--- config.mk ---
export PLATFORM = sky130hd
export DESIGN_NAME = matrix_calc_sequencer_flat
export DESIGN_NICKNAME = d
export VERILOG_FILES = /design/src/rtl/matrix_calc_pkg.sv /design/src/rtl/matrix_calc_sequencer_if.sv /design/src/rtl/matrix_mac_lane.sv /design/src/rtl/matrix_calc_sequencer.sv /design/src/flat_wrapper.sv
export SDC_FILE = /design/constraint.sdc
export NUM_CORES = 2
export LEC_CHECK = 0
export CORE_MARGIN = 2
export CORE_UTILIZATION = 35
export CTS_BUF_LIST = sky130_fd_sc_hd__clkbuf_8
export DETAILED_ROUTE_END_ITERATION = 8
export SYNTH_ARGS = -nofsm -noshare
export SYNTH_HDL_FRONTEND = slang
export SYNTH_SLANG_ARGS = --single-unit
--- constraint.sdc ---
create_clock -name clk -period 9.8 [get_ports clk]
set_clock_uncertainty 0.1 [all_clocks]
set_input_delay 1.47 -clock clk [delete_from_list [all_inputs] [get_ports clk]]
set_output_delay 1.47 -clock clk [all_outputs]
set_load 0.005 [all_outputs]
--- src/rtl/matrix_calc_pkg.sv ---
// Shared opcodes, sequencer states and the packed-element addressing helper
// for the sequenced 3x3 matrix calculator.
package matrix_calc_pkg;

  localparam logic [1:0] OP_ADD = 2'd0;
  localparam logic [1:0] OP_SUB = 2'd1;
  localparam logic [1:0] OP_MUL = 2'd2;
  localparam logic [1:0] OP_TRN = 2'd3;

  typedef enum logic [1:0] {
    IDLE = 2'd0,
    RUN  = 2'd1,
    DONE = 2'd2
  } state_e;

  // Row-major packing with element 0 in the MSBs: returns the LSB of element e
  function automatic int elem_lsb(input int e, input int dim, input int dw);
    return (dim * dim - 1 - e) * dw;
  endfunction

endpackage

--- src/rtl/matrix_calc_sequencer_if.sv ---
// Request/result handshake bundle between issuer, sequencer and consumer.
interface matrix_calc_sequencer_if #(
  parameter int DW  = 16,
  parameter int DIM = 3
);
  localparam int W = DIM * DIM * DW;

  logic         in_valid;
  logic         in_ready;
  logic [1:0]   in_op;
  logic [W-1:0] in_a;
  logic [W-1:0] in_b;
  logic         out_valid;
  logic         out_ready;
  logic [W-1:0] out_result;
  logic         busy;

  modport slave (
    input  in_valid, in_op, in_a, in_b, out_ready,
    output in_ready, out_valid, out_result, busy
  );

  modport master (
    output in_valid, in_op, in_a, in_b, out_ready,
    input  in_ready, out_valid, out_result, busy
  );

endinterface

--- src/rtl/matrix_mac_lane.sv ---
// Single shared DW-bit arithmetic lane: multiply-accumulate for MUL,
// elementwise add/sub, and pass-through of a for TRANSPOSE.
module matrix_mac_lane
  import matrix_calc_pkg::*;
#(
  parameter int DW = 16
) (
  input  logic [DW-1:0] a,
  input  logic [DW-1:0] b,
  input  logic [DW-1:0] acc,
  input  logic [1:0]    op,
  output logic [DW-1:0] y
);

  logic [DW-1:0] prod;

  // Product is truncated to DW bits before it joins the accumulator
  always_comb begin
    prod = a * b;
    case (op)
      OP_ADD:  y = a + b;
      OP_SUB:  y = a - b;
      OP_MUL:  y = acc + prod;
      default: y = a;
    endcase
  end

endmodule

--- src/rtl/matrix_calc_sequencer.sv ---
// Sequenced matrix calculator: captures one request, walks the elements on a
// single shared lane, then holds the packed result until the consumer takes it.
module matrix_calc_sequencer
  import matrix_calc_pkg::*;
#(
  parameter int DW  = 16,
  parameter int DIM = 3
) (
  input  logic                    clk,
  input  logic                    rst,
  matrix_calc_sequencer_if.slave  bus
);

  localparam int W  = DIM * DIM * DW;
  localparam int CW = (DIM > 1) ? $clog2(DIM) : 1;

  state_e        state_q, state_d;
  logic [CW-1:0] i_q, i_d, j_q, j_d, k_q, k_d;
  logic [DW-1:0] acc_q, acc_d;
  logic [W-1:0]  a_q, a_d, b_q, b_d, res_q, res_d;
  logic [1:0]    op_q, op_d;
  logic [DW-1:0] lane_a, lane_b, lane_y;
  logic          last_elem;

  // MUL walks a(i,k)*b(k,j); the elementwise ops address element (i,j) directly
  always_comb begin
    lane_a = '0;
    lane_b = '0;
    if (op_q == OP_MUL) begin
      lane_a = a_q[elem_lsb(int'(i_q) * DIM + int'(k_q), DIM, DW) +: DW];
      lane_b = b_q[elem_lsb(int'(k_q) * DIM + int'(j_q), DIM, DW) +: DW];
    end else if (op_q == OP_TRN) begin
      lane_a = a_q[elem_lsb(int'(j_q) * DIM + int'(i_q), DIM, DW) +: DW];
    end else begin
      lane_a = a_q[elem_lsb(int'(i_q) * DIM + int'(j_q), DIM, DW) +: DW];
      lane_b = b_q[elem_lsb(int'(i_q) * DIM + int'(j_q), DIM, DW) +: DW];
    end
  end

  matrix_mac_lane #(.DW(DW)) u_lane (
    .a   (lane_a),
    .b   (lane_b),
    .acc (acc_q),
    .op  (op_q),
    .y   (lane_y)
  );

  assign last_elem = (i_q == CW'(DIM - 1)) && (j_q == CW'(DIM - 1));

  always_comb begin
    state_d = state_q;
    i_d     = i_q;
    j_d     = j_q;
    k_d     = k_q;
    acc_d   = acc_q;
    a_d     = a_q;
    b_d     = b_q;
    op_d    = op_q;
    res_d   = res_q;
    case (state_q)
      IDLE: begin
        if (bus.in_valid) begin
          a_d     = bus.in_a;
          b_d     = bus.in_b;
          op_d    = bus.in_op;
          acc_d   = '0;
          i_d     = '0;
          j_d     = '0;
          k_d     = '0;
          state_d = RUN;
        end
      end
      RUN: begin
        if ((op_q == OP_MUL) && (k_q != CW'(DIM - 1))) begin
          acc_d = lane_y;
          k_d   = k_q + CW'(1);
        end else begin
          res_d[elem_lsb(int'(i_q) * DIM + int'(j_q), DIM, DW) +: DW] = lane_y;
          acc_d = '0;
          k_d   = '0;
          if (j_q == CW'(DIM - 1)) begin
            j_d = '0;
            i_d = i_q + CW'(1);
          end else begin
            j_d = j_q + CW'(1);
          end
          if (last_elem) begin
            i_d     = '0;
            state_d = DONE;
          end
        end
      end
      DONE: begin
        if (bus.out_ready) state_d = IDLE;
      end
      default: state_d = IDLE;
    endcase
  end

  always_ff @(posedge clk) begin
    if (rst) begin
      state_q <= IDLE;
      i_q     <= '0;
      j_q     <= '0;
      k_q     <= '0;
      acc_q   <= '0;
      a_q     <= '0;
      b_q     <= '0;
      op_q    <= '0;
      res_q   <= '0;
    end else begin
      state_q <= state_d;
      i_q     <= i_d;
      j_q     <= j_d;
      k_q     <= k_d;
      acc_q   <= acc_d;
      a_q     <= a_d;
      b_q     <= b_d;
      op_q    <= op_d;
      res_q   <= res_d;
    end
  end

  assign bus.in_ready   = (state_q == IDLE);
  assign bus.out_valid  = (state_q == DONE);
  assign bus.busy       = (state_q != IDLE);
  assign bus.out_result = res_q;

endmodule

--- src/flat_wrapper.sv ---
// flat-port wrapper written by rule: the top's interface ports become plain ports
module matrix_calc_sequencer_flat import matrix_calc_pkg::*;
#(
  parameter int DW  = 16,
  parameter int DIM = 3
)
  (clk, rst, bus_in_valid, bus_in_op, bus_in_a, bus_in_b, bus_out_ready, bus_in_ready, bus_out_valid, bus_out_result, bus_busy);
  matrix_calc_sequencer_if #(.DW(DW), .DIM(DIM)) bus_i ();
  input  logic clk;
  input  logic rst;
  input wire logic [$bits(bus_i.in_valid)-1:0] bus_in_valid;
  input wire logic [$bits(bus_i.in_op)-1:0] bus_in_op;
  input wire logic [$bits(bus_i.in_a)-1:0] bus_in_a;
  input wire logic [$bits(bus_i.in_b)-1:0] bus_in_b;
  input wire logic [$bits(bus_i.out_ready)-1:0] bus_out_ready;
  output wire logic [$bits(bus_i.in_ready)-1:0] bus_in_ready;
  output wire logic [$bits(bus_i.out_valid)-1:0] bus_out_valid;
  output wire logic [$bits(bus_i.out_result)-1:0] bus_out_result;
  output wire logic [$bits(bus_i.busy)-1:0] bus_busy;
  assign bus_i.in_valid = bus_in_valid;
  assign bus_i.in_op = bus_in_op;
  assign bus_i.in_a = bus_in_a;
  assign bus_i.in_b = bus_in_b;
  assign bus_i.out_ready = bus_out_ready;
  assign bus_in_ready = bus_i.in_ready;
  assign bus_out_valid = bus_i.out_valid;
  assign bus_out_result = bus_i.out_result;
  assign bus_busy = bus_i.busy;
  matrix_calc_sequencer #(.DW(DW), .DIM(DIM)) u_core (.clk(clk), .rst(rst), .bus(bus_i));
endmodule
# [After elaboration in Yosys (flattened, before gate mapping)]
# Cells that the tools add are included.
[op_classes] addsub=15 n_mul=4 eq_ne=13 shifts=7 mux=24 bitwise=1 reduce_logical=12
[op_table] operator="$shiftx A144 B32 Y16" n=5
[op_table] operator="$bwmux W144" n=1
[op_table] operator="$shift A16 B33 Y144 const A" n=1
[op_table] operator="$shiftx A16 B33 Y144" n=1
[op_table] operator="$add A28 B3 Y28" n=4
[op_table] operator="$sub A5 B28 Y28 const A" n=4
[op_table] operator="$mux W16" n=6
[op_table] operator="$pmux W16 S3" n=1
[op_table] operator="$neg A32 Y33" n=1
[op_table] operator="$add A16 B16 Y16" n=2
[op_table] operator="$pmux W16 S2" n=1
[op_table] operator="$mux W2" n=11
[op_table] operator="$mul A16 B16 Y16" n=1
[op_table] operator="$sub A16 B16 Y16" n=1
[op_table] operator="$mul A2 B2 Y4 const B" n=3
[op_table] operator="$pmux W2 S2" n=3
[op_table] operator="$eq A2 B2 Y1 const B" n=5
[op_table] operator="$ne A2 B2 Y1 const B" n=4
[op_table] operator="$reduce_and A4 Y1" n=2
[op_table] operator="$add A2 B1 Y2 const B" n=3
[op_table] operator="$pmux W2 S3" n=1
[op_table] operator="$reduce_and A2 Y1" n=3
[op_table] operator="$eq A2 B1 Y1 const B" n=2
[op_table] operator="$logic_not A2 Y1" n=2
[op_table] operator="6 further kinds" n=8
[word_totals] register_bits=458 in_bits=294 out_inout_bits=147

# [Longest topological paths before layout]
[logic_depth] depth_word=11 ltp_mapped=44 ltp_nobuf=41

# [Cells and area by module]
# Synthesis repeated with hierarchy kept, for this count alone.
[unflattened] cells_unflattened=3140 area_unflattened_um2=26536.7
[by_module_without_submodules] module="matrix_calc_sequencer" instances=1 cells_each=2400 area_per_inst_um2=20774.9 seq_area_each_um2=9168.8
[by_module_without_submodules] module="matrix_mac_lane" instances=1 cells_each=740 area_per_inst_um2=5761.8 seq_area_each_um2=0.0

# [Worst setup path after synthesis]
# OpenSTA, ideal clock, no wires.
[synth_timing] kind="reg2reg" startpoint="register u_core.k_q[0]" endpoint="register u_core.res_q[95], in the netlist u_core.bus.out_result[95]" arrival_ns=8.752 required_ns=9.620 slack_ns=0.867 stages_incl_launch_ff=37 path_cell_list="dfxtp_1 -> inv_1 -> ha_1 -> inv_1 -> ha_1 -> inv_1 -> ha_1 -> inv_1 -> fa_1 -> buf_2 -> buf_2 -> buf_1 -> mux4_2 -> nand2b_1 -> a31oi_1 -> clkbuf_1 -> nor2_1 -> fa_1 -> inv_1 -> fa_1 -> inv_1 -> fa_1 -> inv_1 -> fa_1 -> inv_1 -> fa_1 -> inv_1 -> fa_1 -> inv_1 -> ha_1 -> o21ai_0 -> nor2_1 -> o41ai_1 -> xnor3_1 -> mux2i_4 -> mux2i_4 -> a211oi_2"
[synth_via] elab_chain_cells=10 word_cells_on_any_way=20
[synth_rtl] element="start: declaration" line="matrix_calc_sequencer.sv:18" text="logic [CW-1:0] i_q, i_d, j_q, j_d, k_q, k_d;"
[synth_rtl] element="start signal: assignment" line="matrix_calc_sequencer.sv:115" text="k_q <= k_d;"
[synth_rtl] element="$mul A2 B2 Y4" line="matrix_calc_sequencer.sv:31" text="lane_b = b_q[elem_lsb(int'(k_q) * DIM + int'(j_q), DIM, DW) +: DW];"
[synth_rtl] element="$add A28 B3 Y28" line="matrix_calc_sequencer.sv:31"
[synth_rtl] element="$sub A5 B28 Y28" line="matrix_calc_pkg.sv:18" text="return (dim * dim - 1 - e) * dw;"
[synth_rtl] element="$shiftx A144 B32 Y16" line="matrix_calc_sequencer.sv:31"
[synth_rtl] element="$mux W16" line="matrix_calc_sequencer.sv:29" text="if (op_q == OP_MUL) begin"
[synth_rtl] element="$mul A16 B16 Y16" line="matrix_mac_lane.sv:19" text="prod = a * b;"
[synth_rtl] element="$add A16 B16 Y16" line="matrix_mac_lane.sv:23" text="OP_MUL: y = acc + prod;"
[synth_rtl] element="$pmux W16 S3" line="matrix_mac_lane.sv:20" text="case (op)"
[synth_rtl] element="$shiftx A16 B33 Y144" line="matrix_calc_sequencer.sv:78" text="res_d[elem_lsb(int'(i_q) * DIM + int'(j_q), DIM, DW) +: DW] = lane_y;"
[synth_rtl] element="$bwmux W144" line="matrix_calc_sequencer.sv:78"
[synth_rtl] element="end signal: assignment" line="matrix_calc_sequencer.sv:120" text="res_q <= res_d;"
[synth_rtl] element="end: declaration" line="matrix_calc_sequencer.sv:20" text="logic [W-1:0] a_q, a_d, b_q, b_d, res_q, res_d;"
# Several ways; a longest one is shown, not always the timed one.
# A chain may end at the register's enable or synchronous reset.

# [Worst setup path after layout]
[layout_timing] startpoint="register u_core.j_q[1]" endpoint="register u_core.res_q[95], in the netlist u_core.bus.out_result[95]"
[layout_via] elab_chain_cells=11 word_cells_on_any_way=24
[layout_rtl] element="start: declaration" line="matrix_calc_sequencer.sv:18"
[layout_rtl] element="start signal: assignment" line="matrix_calc_sequencer.sv:114" text="j_q <= j_d;"
[layout_rtl] element="$mul A2 B2 Y4" line="matrix_calc_sequencer.sv:33" text="lane_a = a_q[elem_lsb(int'(j_q) * DIM + int'(i_q), DIM, DW) +: DW];"
[layout_rtl] element="$add A28 B3 Y28" line="matrix_calc_sequencer.sv:33"
[layout_rtl] element="$sub A5 B28 Y28" line="matrix_calc_pkg.sv:18"
[layout_rtl] element="$shiftx A144 B32 Y16" line="matrix_calc_sequencer.sv:33"
[layout_rtl] element="$mux W16" line="matrix_calc_sequencer.sv:32" text="end else if (op_q == OP_TRN) begin"
[layout_rtl] element="$mux W16" line="matrix_calc_sequencer.sv:29"
[layout_rtl] element="$mul A16 B16 Y16" line="matrix_mac_lane.sv:19"
[layout_rtl] element="$add A16 B16 Y16" line="matrix_mac_lane.sv:23"
[layout_rtl] element="$pmux W16 S3" line="matrix_mac_lane.sv:20"
[layout_rtl] element="$shiftx A16 B33 Y144" line="matrix_calc_sequencer.sv:78"
[layout_rtl] element="$bwmux W144 (*)" line="matrix_calc_sequencer.sv:78"
# Mark *: on every way between the ends. The rest lies on a longest branch, timed or not.

==> flow_summary.yaml <==
status:
  status: "completed"
critical_path:
  cpMaxStageDelayCell: "fa_1"
  cp_common_cell: "inv_1"
  reg2reg_from: "u_core.j_q[1]$_SDFFE_PP0P_"
  criticalPathCategory: "reg2reg"
  reg2reg_setup_slack_ps: 450
  reg2reg_depth: 35
  cp-start-kind: "flop"
  critPathMaxStageDelay_ps: 540
  crit_required_ps: 10290
  critPathMaxFanout: 13
  worstPathArrival_ps: 9840
  end_kind: "flop"
  r2r_end: "u_core.bus.out_result[95]$_SDFFE_PP0P_"
synth:
  synth.largest_area_cell: "dfxtp_1"
  synth_cell_types: 87
  netlist_area_um2: 26600
  synth_top_area_share_pct: 34.47
  ys_seq_area_share_pct: 34.47
  synth_edf_count: 0
  synth_area_leaders: "dfxtp_1 (34%), nand2_1 (12%), a21oi_1 (8.6%), fa_1 (7.5%), mux4_2 (5.9%)"
  yosys_warnings: 0
  syn_avg_cell_area_um2: 8.140
  synth_seq_cells: 458
  synth-main-ff-cell: "dfxtp_1"
  async_reset_ff_share_pct: 0
  synth_nets: 3765
  syn_inst: 3268
clock_tree:
  cts_buffers: 82
  insertion_delay_ps: 710
  htreeDepth: 3
  cts_tree: "yes"
  clk_pin_slew_ps: 60
  cts.sink_count: 458
  cts_max_path_buffers: 3
  hold_buffers: 0
  clock-root-buffer: "clkbuf_8"
finish:
  mostFrequentLayoutCells: "nand2_1 (866), dfxtp_1 (457), a21oi_1 (456)"
  drive_above_1_share_pct: 9.623
  syn2layout_area_growth_pct: 26.76
  mostFrequentLayoutCell: "nand2_1"
  final_area_um2: 33720
  nets: 4157
sta:
  worstMarginPinSlew_ps: 1343
  fmax_mhz: 107.0
  maxSlewViolCount: 0
  hold_viol: 0
  fin_crit_ps: 9350
  final-setup-viol-count: 0
  hold_slack_ps: 349.9
  relSlewSlack_pct: 10.48
  post-route-period-util_pct: 95.40
min_path:
  min_delay_path_depth: 2
  min_from: "u_core.bus.out_result[26]$_SDFFE_PP0P_"
  hp-class: "reg2reg"
  hold_end: "u_core.bus.out_result[26]$_SDFFE_PP0P_"
route:
  dr_total_vias: 24480
  wl_per_cell_um: 20.66
  drc: 0
  drt-total-wl_mm: 96.94
  drt_iter0_markers: 2128
  via_per_inst: 5.216
  drt-pass1-iter-count: 6
  ant_nets: 0
global_route:
  grt_max_degree: 206
  grt_overflow: 0
  gr-usage-all-layers_pct: 24.25
  antenna_found_initial: 10
  grt_pass1_wl_mm: 145.3
  grt_pass1_vias: 23840
placed_design:
  dpl_cell_area_um2: 31970
  port_buffers: 440
  gp_congestion: 0.9278
  dp.final_hpwl_mm: 72.77
die:
  dieHeight_um: 279.7
  ioPinCount: 441
  coreArea_um2: 75570
  row_count: 101
  die_area_um2: 78220
  die_x_um: 279.7
  initial_core_util_pct: 35.20
pwr:
  power.leakage_nw: 13.04
  power_mw: 5.300
  power_density_nw_per_um2: 157.2
  ir_drop_uv: 79.53
run:
  maxCapViolCount: 0
## sequential cells by signal, indices dropped and copies added (netlist names)
register	count
u_core.op_q	2
u_core.k_q	2
u_core.i_q	2
u_core.j_q	2
u_core.b_q	144
u_core.acc_q	16
u_core.bus.out_result	144
u_core.state_q	2
u_core.a_q	144
## Yosys cell counts, drive strengths merged (4+ instances only)
library cell,instances
a2111oi,5
a211o,5
a211oi,34
a21o,8
a21oi,458
a22o,11
a22oi,15
a311o,4
a311oi,6
a31oi,10
a32oi,5
and2,21
and3,10
buf,48
clkbuf,179
dfxtp,458
fa,99
ha,104
inv,231
mux2,5
mux2i,40
mux4,73
nand2,868
nand2b,24
nand3,36
nor2,216
nor2b,6
nor3,31
nor4,13
o211a,8
o211ai,29
o21a,6
o21ai,46
o21bai,7
o22ai,11
o31a,5
o31ai,15
or2,17
or3,11
xnor2,43
xnor3,5
xor2,14
## cell families (layout without fill, tap and decap cells)
| family | Yosys count | count (layout) | synth area share [%] |
|---|---|---|---|
| flip-flops | 458 | 458 | 34.47 |
| buffers and inverters | 460 | 902 | 7.258 |
| AND/OR/NAND/NOR | 1262 | 1262 | 19.54 |
| other | 0 | 5 | 0 |
| multiplexers | 118 | 118 | 8.034 |
| adder cells (fa/ha/maj) | 203 | 203 | 12.34 |
| XOR/XNOR | 62 | 62 | 2.300 |
| AO/OA/AOI/OAI | 705 | 705 | 16.05 |
## critical path: cells and delay by family (launching register included)
| family | cells | cell delay, ps |
|---|---|---|
| AOI/OAI and AO/OA | 6 | 1450 |
| xor gates and xnor gates | 1 | 530 |
| adders and majority gates | 11 | 4620 |
| buffers and inverters | 10 | 800 |
| DFF | 1 | 480 |
| muxes | 3 | 630 |
| and+or+nand+nor | 4 | 650 |
## per-stage QoR
stage / TNS, ps / instances / setup WS, ps / util, %
finish: 0 / 4693 / 450.4 / 44.62
global placement: 0 / 4550 / 381.8 / 42.31
global route: -2.855 / 4692 / -2.855 / 44.62
floorplan: 0 / 3268 / 867.4 / -
CTS: 0 / 4684 / 250.9 / 44.49
detailed placement: 0 / 4550 / 274.7 / 42.31
## layer usage
layer / track usage [%] / up-vias / wire length [µm]
met3: 4.962 / 195 / 6373
met2: 40.10 / 842 / 46040
met1: 31.02 / 11750 / 40830
met5: 0 / - / 82
met4: 9.489 / 12 / 3609
li1: - / 11680 / -
## cell type report
type,instances,area [µm²]
tap,978,1224
clock buffer,97,1335
multi-input combinational,2350,15580
clock inverter,37,312.8
timing repair buffer,535,5210
sequential,458,9170
inverter,233,874.6
antenna,5,12.51
fill,7655,41850
## how the worst max path moves through the flow
stage                          startpoint                                endpoint  slack [ps]  cells after the start
3_3_place_gp   u_core.j_q[1]$_SDFFE_PP0P_  u_core.bus.out_result[95]$_SDFFE_PP0P_         380                     35
4_1_cts        u_core.j_q[1]$_SDFFE_PP0P_  u_core.bus.out_result[95]$_SDFFE_PP0P_         250                     35
5_1_grt        u_core.j_q[1]$_SDFFE_PP0P_  u_core.bus.out_result[95]$_SDFFE_PP0P_          -3                     40
3_5_place_dp   u_core.j_q[1]$_SDFFE_PP0P_  u_core.bus.out_result[95]$_SDFFE_PP0P_         270                     35
6_report       u_core.j_q[1]$_SDFFE_PP0P_  u_core.bus.out_result[95]$_SDFFE_PP0P_         450                     35
2_1_floorplan  u_core.k_q[0]$_SDFFE_PP0P_  u_core.bus.out_result[95]$_SDFFE_PP0P_         870                     36
## power by group
group	internal (mW)	switching, mW
Combinational	0.560	0.882
Sequential	1.95	0.0642
Clock	1.01	0.834
Total	3.52	1.78
## repair_timing
item                                    4_1_cts  5_1_grt
resized for setup                             0       13
buffers inserted                              0        4
endpoints found under the setup margin        0       41
Power figures use the tool's default switching activity.
